===== src/rtl/display_pkg.sv =====
// Shared types and constants for the seven-segment display arbitration logic.
package display_pkg;

   typedef enum logic [1:0] {
      IDLE,
      LOAD,
      HOLD
   } disp_state_t;

   localparam int DISP_DATA_W = 32;

endpackage


===== src/rtl/rr_priority_select.sv =====
// Combinational round-robin selector: first set request bit at or above ptr,
// wrapping from NUM_REQ-1 back to 0.
module rr_priority_select #(
   parameter int NUM_REQ = 4
) (
   input  logic [NUM_REQ-1:0]         req,
   input  logic [$clog2(NUM_REQ)-1:0] ptr,
   output logic                       valid,
   output logic [$clog2(NUM_REQ)-1:0] winner
);

   localparam int IDX_W = $clog2(NUM_REQ);
   localparam int SUM_W = IDX_W + 1;

   // Bit k of rotated is the request of requester (ptr + k) mod NUM_REQ.
   logic [NUM_REQ-1:0]            rotated;
   logic [NUM_REQ:0]              found;
   logic [NUM_REQ:0][IDX_W-1:0]   win_acc;

   assign rotated    = NUM_REQ'({req, req} >> ptr);
   assign found[0]   = 1'b0;
   assign win_acc[0] = '0;

   generate
      for (genvar gi = 0; gi < NUM_REQ; gi++) begin : g_off
         logic [SUM_W-1:0] sum;
         logic [IDX_W-1:0] wrapped;
         logic             first;

         assign sum          = {1'b0, ptr} + SUM_W'(gi);
         assign wrapped      = IDX_W'((sum >= SUM_W'(NUM_REQ)) ? sum - SUM_W'(NUM_REQ) : sum);
         assign first        = rotated[gi] & ~found[gi];
         assign found[gi+1]  = found[gi] | rotated[gi];
         assign win_acc[gi+1] = win_acc[gi] | (first ? wrapped : '0);
      end
   endgenerate

   assign valid  = found[NUM_REQ];
   assign winner = win_acc[NUM_REQ];

endmodule


===== src/rtl/display_arbiter.sv =====
// Round-robin sharing of one seven-segment display between several requesters,
// with a minimum hold time per granted value.
module display_arbiter
   import display_pkg::*;
#(
   parameter int NUM_REQ     = 4,
   parameter int HOLD_CYCLES = 100000000,
   parameter int DATA_W      = DISP_DATA_W
) (
   input  logic                        clk,
   input  logic                        rst,
   input  logic [NUM_REQ-1:0]          req,
   input  logic [NUM_REQ*DATA_W-1:0]   req_data,
   output logic [DATA_W-1:0]           number,
   output logic                        load,
   output logic [NUM_REQ-1:0]          ack,
   output logic [$clog2(NUM_REQ)-1:0]  grant_id,
   output logic                        busy
);

   localparam int IDX_W = $clog2(NUM_REQ);
   localparam int CNT_W = $clog2(HOLD_CYCLES + 1);

   disp_state_t                         state_q, state_d;
   logic [IDX_W-1:0]                    rr_ptr_q, rr_ptr_d;
   logic [CNT_W-1:0]                    cnt_q, cnt_d;
   logic [DATA_W-1:0]                   number_q, number_d;
   logic [IDX_W-1:0]                    grant_id_q, grant_id_d;
   logic                                load_q, load_d;
   logic [NUM_REQ-1:0]                  ack_q, ack_d;

   logic                                sel_valid;
   logic [IDX_W-1:0]                    sel_winner;
   logic [NUM_REQ-1:0][DATA_W-1:0]      req_arr;

   assign req_arr = req_data;

   rr_priority_select #(
      .NUM_REQ (NUM_REQ)
   ) u_select (
      .req    (req),
      .ptr    (rr_ptr_q),
      .valid  (sel_valid),
      .winner (sel_winner)
   );

   always_ff @(posedge clk or posedge rst) begin
      if (rst) begin
         state_q    <= IDLE;
         rr_ptr_q   <= '0;
         cnt_q      <= '0;
         number_q   <= '0;
         grant_id_q <= '0;
         load_q     <= 1'b0;
         ack_q      <= '0;
      end else begin
         state_q    <= state_d;
         rr_ptr_q   <= rr_ptr_d;
         cnt_q      <= cnt_d;
         number_q   <= number_d;
         grant_id_q <= grant_id_d;
         load_q     <= load_d;
         ack_q      <= ack_d;
      end
   end

   // load/ack are set on the grant edge so they are high exactly while in LOAD.
   always_comb begin
      state_d    = state_q;
      rr_ptr_d   = rr_ptr_q;
      cnt_d      = cnt_q;
      number_d   = number_q;
      grant_id_d = grant_id_q;
      load_d     = 1'b0;
      ack_d      = '0;
      case (state_q)
         IDLE: begin
            if (sel_valid) begin
               number_d   = req_arr[sel_winner];
               grant_id_d = sel_winner;
               rr_ptr_d   = (sel_winner == IDX_W'(NUM_REQ - 1)) ? '0 : sel_winner + 1'b1;
               load_d     = 1'b1;
               ack_d      = NUM_REQ'(1) << sel_winner;
               state_d    = LOAD;
            end
         end
         LOAD: begin
            cnt_d   = '0;
            state_d = HOLD;
         end
         HOLD: begin
            if (cnt_q == CNT_W'(HOLD_CYCLES - 1)) begin
               state_d = IDLE;
            end else begin
               cnt_d = cnt_q + 1'b1;
            end
         end
         default: state_d = IDLE;
      endcase
   end

   assign number   = number_q;
   assign load     = load_q;
   assign ack      = ack_q;
   assign grant_id = grant_id_q;
   assign busy     = (state_q != IDLE);

endmodule


===== config.mk =====
export PLATFORM = sky130hd
export DESIGN_NAME = display_arbiter
export DESIGN_NICKNAME = d
export VERILOG_FILES = /design/src/rtl/display_pkg.sv /design/src/rtl/rr_priority_select.sv /design/src/rtl/display_arbiter.sv
export SDC_FILE = /design/constraint.sdc
export NUM_CORES = 1
export LEC_CHECK = 0
export ABC_AREA = 1
export BUFFER_PORTS_ARGS = -buffer_cell sky130_fd_sc_hd__buf_2
export CELL_PAD_IN_SITES_DETAIL_PLACEMENT = 0
export CELL_PAD_IN_SITES_GLOBAL_PLACEMENT = 2
export CORE_AREA = 2 2 144 146
export DETAILED_ROUTE_END_ITERATION = 8
export DIE_AREA = 0 0 146 148
export MAX_ROUTING_LAYER = met4
export PLACE_DENSITY_LB_ADDON = 0.1
export SLEW_MARGIN = 20
export SYNTH_ARGS = -nofsm -noshare
export SYNTH_HDL_FRONTEND = slang
export SYNTH_SLANG_ARGS = --single-unit
export TNS_END_PERCENT = 30

===== constraint.sdc =====
create_clock -name clk -period 2.5 [get_ports clk]
set_input_delay 0.375 -clock clk [delete_from_list [all_inputs] [get_ports clk]]
set_output_delay 0.375 -clock clk [all_outputs]
set_load 0.01 [all_outputs]

==> flow_metrics.tcl <==
set metrics [dict create \
    p_leak_nw 3.755 \
    setup.worst_path.start_class "flip-flop" \
    io_buffers 173 \
    drc_errors 0 \
    clkSinkCount 70 \
    syn_area_per_cell_um2 6.387 \
    clock_power_share_pct 16.6 \
    worst-path-max-fanout 28 \
    synth_cell_types 31 \
    vias 5433 \
    synthCells 809 \
    crit_start "cnt_q[0]$_DFFE_PP0P_" \
    rrSetupSlack_ns 0.33 \
    slowest_stage "dfrtp_1" \
    finalNetCount 1115 \
    grt_use_total_pct 17.51 \
    p_total_mw 8.469 \
    post_cts_buffers 0 \
    io_pins 174 \
    drive_above_1_share_pct 24.26 \
    min_path_type "input pin to flip-flop" \
    finalSetupViolations 0 \
    finalClockSkew_ns 0.008196 \
    final_cell_area_um2 6655 \
    crit_path_end_kind "flip-flop" \
    grt_max_degree 58 \
    cpPeakStageDelay_ns 0.42 \
    min_from "req_data[104]" \
    die_y_um 148 \
    ir_drop_mv 0.7828 \
    htreeDepth 3 \
    worstPathCellList "ha_1 -> nand2_1 -> inv_1 -> nand2_1 -> inv_1 -> nand2_1 -> nor3_2 -> nand4_2 -> nand2_2 -> nand2_8 -> nand2_1 -> nand2_1" \
    ys_seq_area_share_pct 33.90 \
    placed_cell_area_um2 6311 \
    worstPathArrival_ns 2.40 \
    post-place-cells 1234 \
    grt_pass1_wl_mm 28.81 \
    dieArea_um2 21610 \
    crit_required_ns 2.73 \
    multi_input_area_um2 2594 \
    fin_setup_tns_ns 0 \
    fin_crit_ns 2.174 \
    clk-insertion-delay-late_ns 0.35 \
    placementRows 52 \
    numCtsBuffers 9 \
    cts_buffer_depth 2 \
    place_congestion 0.8289 \
    cts_tree "done" \
    combPwrFrac_pct 62.6 \
    wl_per_cell_um 14.25 \
    p_sw_mw 4.321 \
    rr_endpoint "cnt_q[21]$_DFFE_PP0P_" \
    first_pass_iters 4 \
    outcome "finished clean" \
    worstMarginPinSlew_ns 0.5906 \
    rsz0062_at_grt "no" \
    clkTransAtPathRegs_ns 0.06 \
    avgViaCountPerCell 4.329 \
    fin_crit_sh_pct 86.96 \
    drt-total-wl_mm 17.88 \
    p_per_area_nw_per_um2 1273 \
    max_cap_viol_count 0 \
    fmax_mhz 460.0 \
    core-area_um2 20040 \
    path_class "flip-flop to flip-flop" \
    rr_worst_depth 12 \
    synth_fp_nets 948 \
    final_cells 1255 \
    power_frac_seq_pct 20.8 \
    maxSlewHeadroom_pct 60.59 \
    ant_nets 0 \
    yosysWarnings 0 \
    holdPathStages 3 \
    fp.dieW_um 146 \
    cts_root_buf "clkbuf_16" \
    hold_end "number[8]$_DFFE_PP0P_" \
    hold_violations 0 \
    synth-seq-cells 70 \
    crit_top_cell "nand2_1" \
    swShare_pct 51.02 \
    grt_antenna_before_repair 3 \
    syn2layout_area_growth_pct 28.79 \
    gr-total-overflow 0 \
    drt-initial-drc-count 238 \
    register_area_um2 1752 \
    p_int_mw 4.148 \
    maxSlewViolCount 0 \
    hold_ws_ns 0.2884 \
    start_util_pct 25.79 \
    place_hpwl_mm 13.23 \
    rr_startpoint "cnt_q[0]$_DFFE_PP0P_" \
    final.fill_count 2370 \
    syn-cell-area_um2 5167 \
    grt_pass1_vias 5450 \
]
[flip-flops by register name, summed over array words and instances (netlist names)]
signal	cells
ack	4
cnt_q	27
state_q	2
grant_id	2
rr_ptr_q	2
number	32
load	1
[cell type report]
cell class	count	area share, %
diodes	4	0.1504
clock buffers	10	3.441
clock inverters	6	1.297
inverters	163	9.250
multi-input cells	539	38.97
flip-flops and latches	70	26.32
well taps	270	5.076
repair buffers	193	15.49
[through the flow]
stage	util [%]	worst slack (ns)
2_1_floorplan	-	0.3568
3_5_place_dp	31.49	0.2649
3_3_place_gp	31.49	0.2540
5_1_grt	33.20	0.06229
6_report	33.21	0.3261
4_1_cts	33.12	0.2540
[Yosys cell counts, drive strengths merged]
master | n | share of area, %
a21boi | 1 | 0.15
a21oi | 1 | 0.097
buf | 28 | 3.5
clkbuf | 9 | 0.65
clkinv | 1 | 0.073
dfrtp | 70 | 34
ha | 5 | 1.2
inv | 162 | 12
nand2 | 261 | 20
nand3 | 146 | 15
nand4 | 7 | 0.97
nor2 | 43 | 3.2
nor3 | 18 | 1.8
nor4 | 4 | 0.48
o211ai | 11 | 2.7
o21ai | 24 | 2.3
o22ai | 3 | 0.36
xor2 | 15 | 2.5
[cell usage in the layout (no fill, tap or decap), types with 3 or more instances in the layout]
cell,instances
buf_2,173
buf_4,18
clkbuf_16,9
clkinv_2,3
dfrtp_1,70
diode_2,4
ha_1,5
inv_1,158
nand2_1,252
nand2_2,6
nand3_1,142
nand3_2,4
nand4_1,6
nor2_1,42
nor3_1,17
nor4_1,4
o211ai_2,11
o21ai_0,13
o21ai_1,11
o22ai_1,3
xor2_1,15
[per-layer routing]
layer / global-route usage (%) / vias up / wire [um]
li1: - / 2829 / -
met1: 22.04 / 2450 / 8323
met2: 28.35 / 142 / 8341
met3: 3.981 / 12 / 1021
met4: 4.951 / 0 / 194
met5: - / - / 0
[logic make-up after synthesis]
group	Yosys count	synth area share (%)
adders and majority gates	5	1.211
DFF	70	33.90
xor gates and xnor gates	15	2.542
buffers and inverters	200	16.08
AOI/OAI and AO/OA	40	5.593
and+or+nand+nor	479	40.68
[timing repair]
item                                   4_1_cts  5_1_grt
setup endpoints to repair                    0        1
gates resized for setup                      0        1
endpoints found under the hold margin       13        0
hold buffers                                 1        0
[how the worst max path moves through the flow]
stage | to | slack (ns) | depth (start not counted)
detailed placement | cnt_q[24]$_DFFE_PP0P_ | 0.26 | 12
finish | cnt_q[21]$_DFFE_PP0P_ | 0.33 | 12
global route | cnt_q[19]$_DFFE_PP0P_ | 0.06 | 11
CTS | cnt_q[19]$_DFFE_PP0P_ | 0.25 | 11
global placement | cnt_q[24]$_DFFE_PP0P_ | 0.25 | 12
floorplan | ack[0]$_DFF_PP0_ | 0.36 | 1
[critical path: cells and delay by family, from the launching register on]
kind                       cells  cell delay (ns)
DFF                            1             0.42
and+or+nand+nor                9             1.26
adders and majority gates      1             0.19
buffers and inverters          2             0.17
[power groups by stage]
stage	combinational [mW]	sequential [mW]	clock, mW
floorplan	3.80	1.86	0
global placement	5.45	1.78	0
detailed placement	5.44	1.78	0
CTS	5.46	1.76	1.46
global route	6.12	1.80	1.51
finish	5.30	1.76	1.41
No activity file was read; power rests on OpenSTA's default activity.
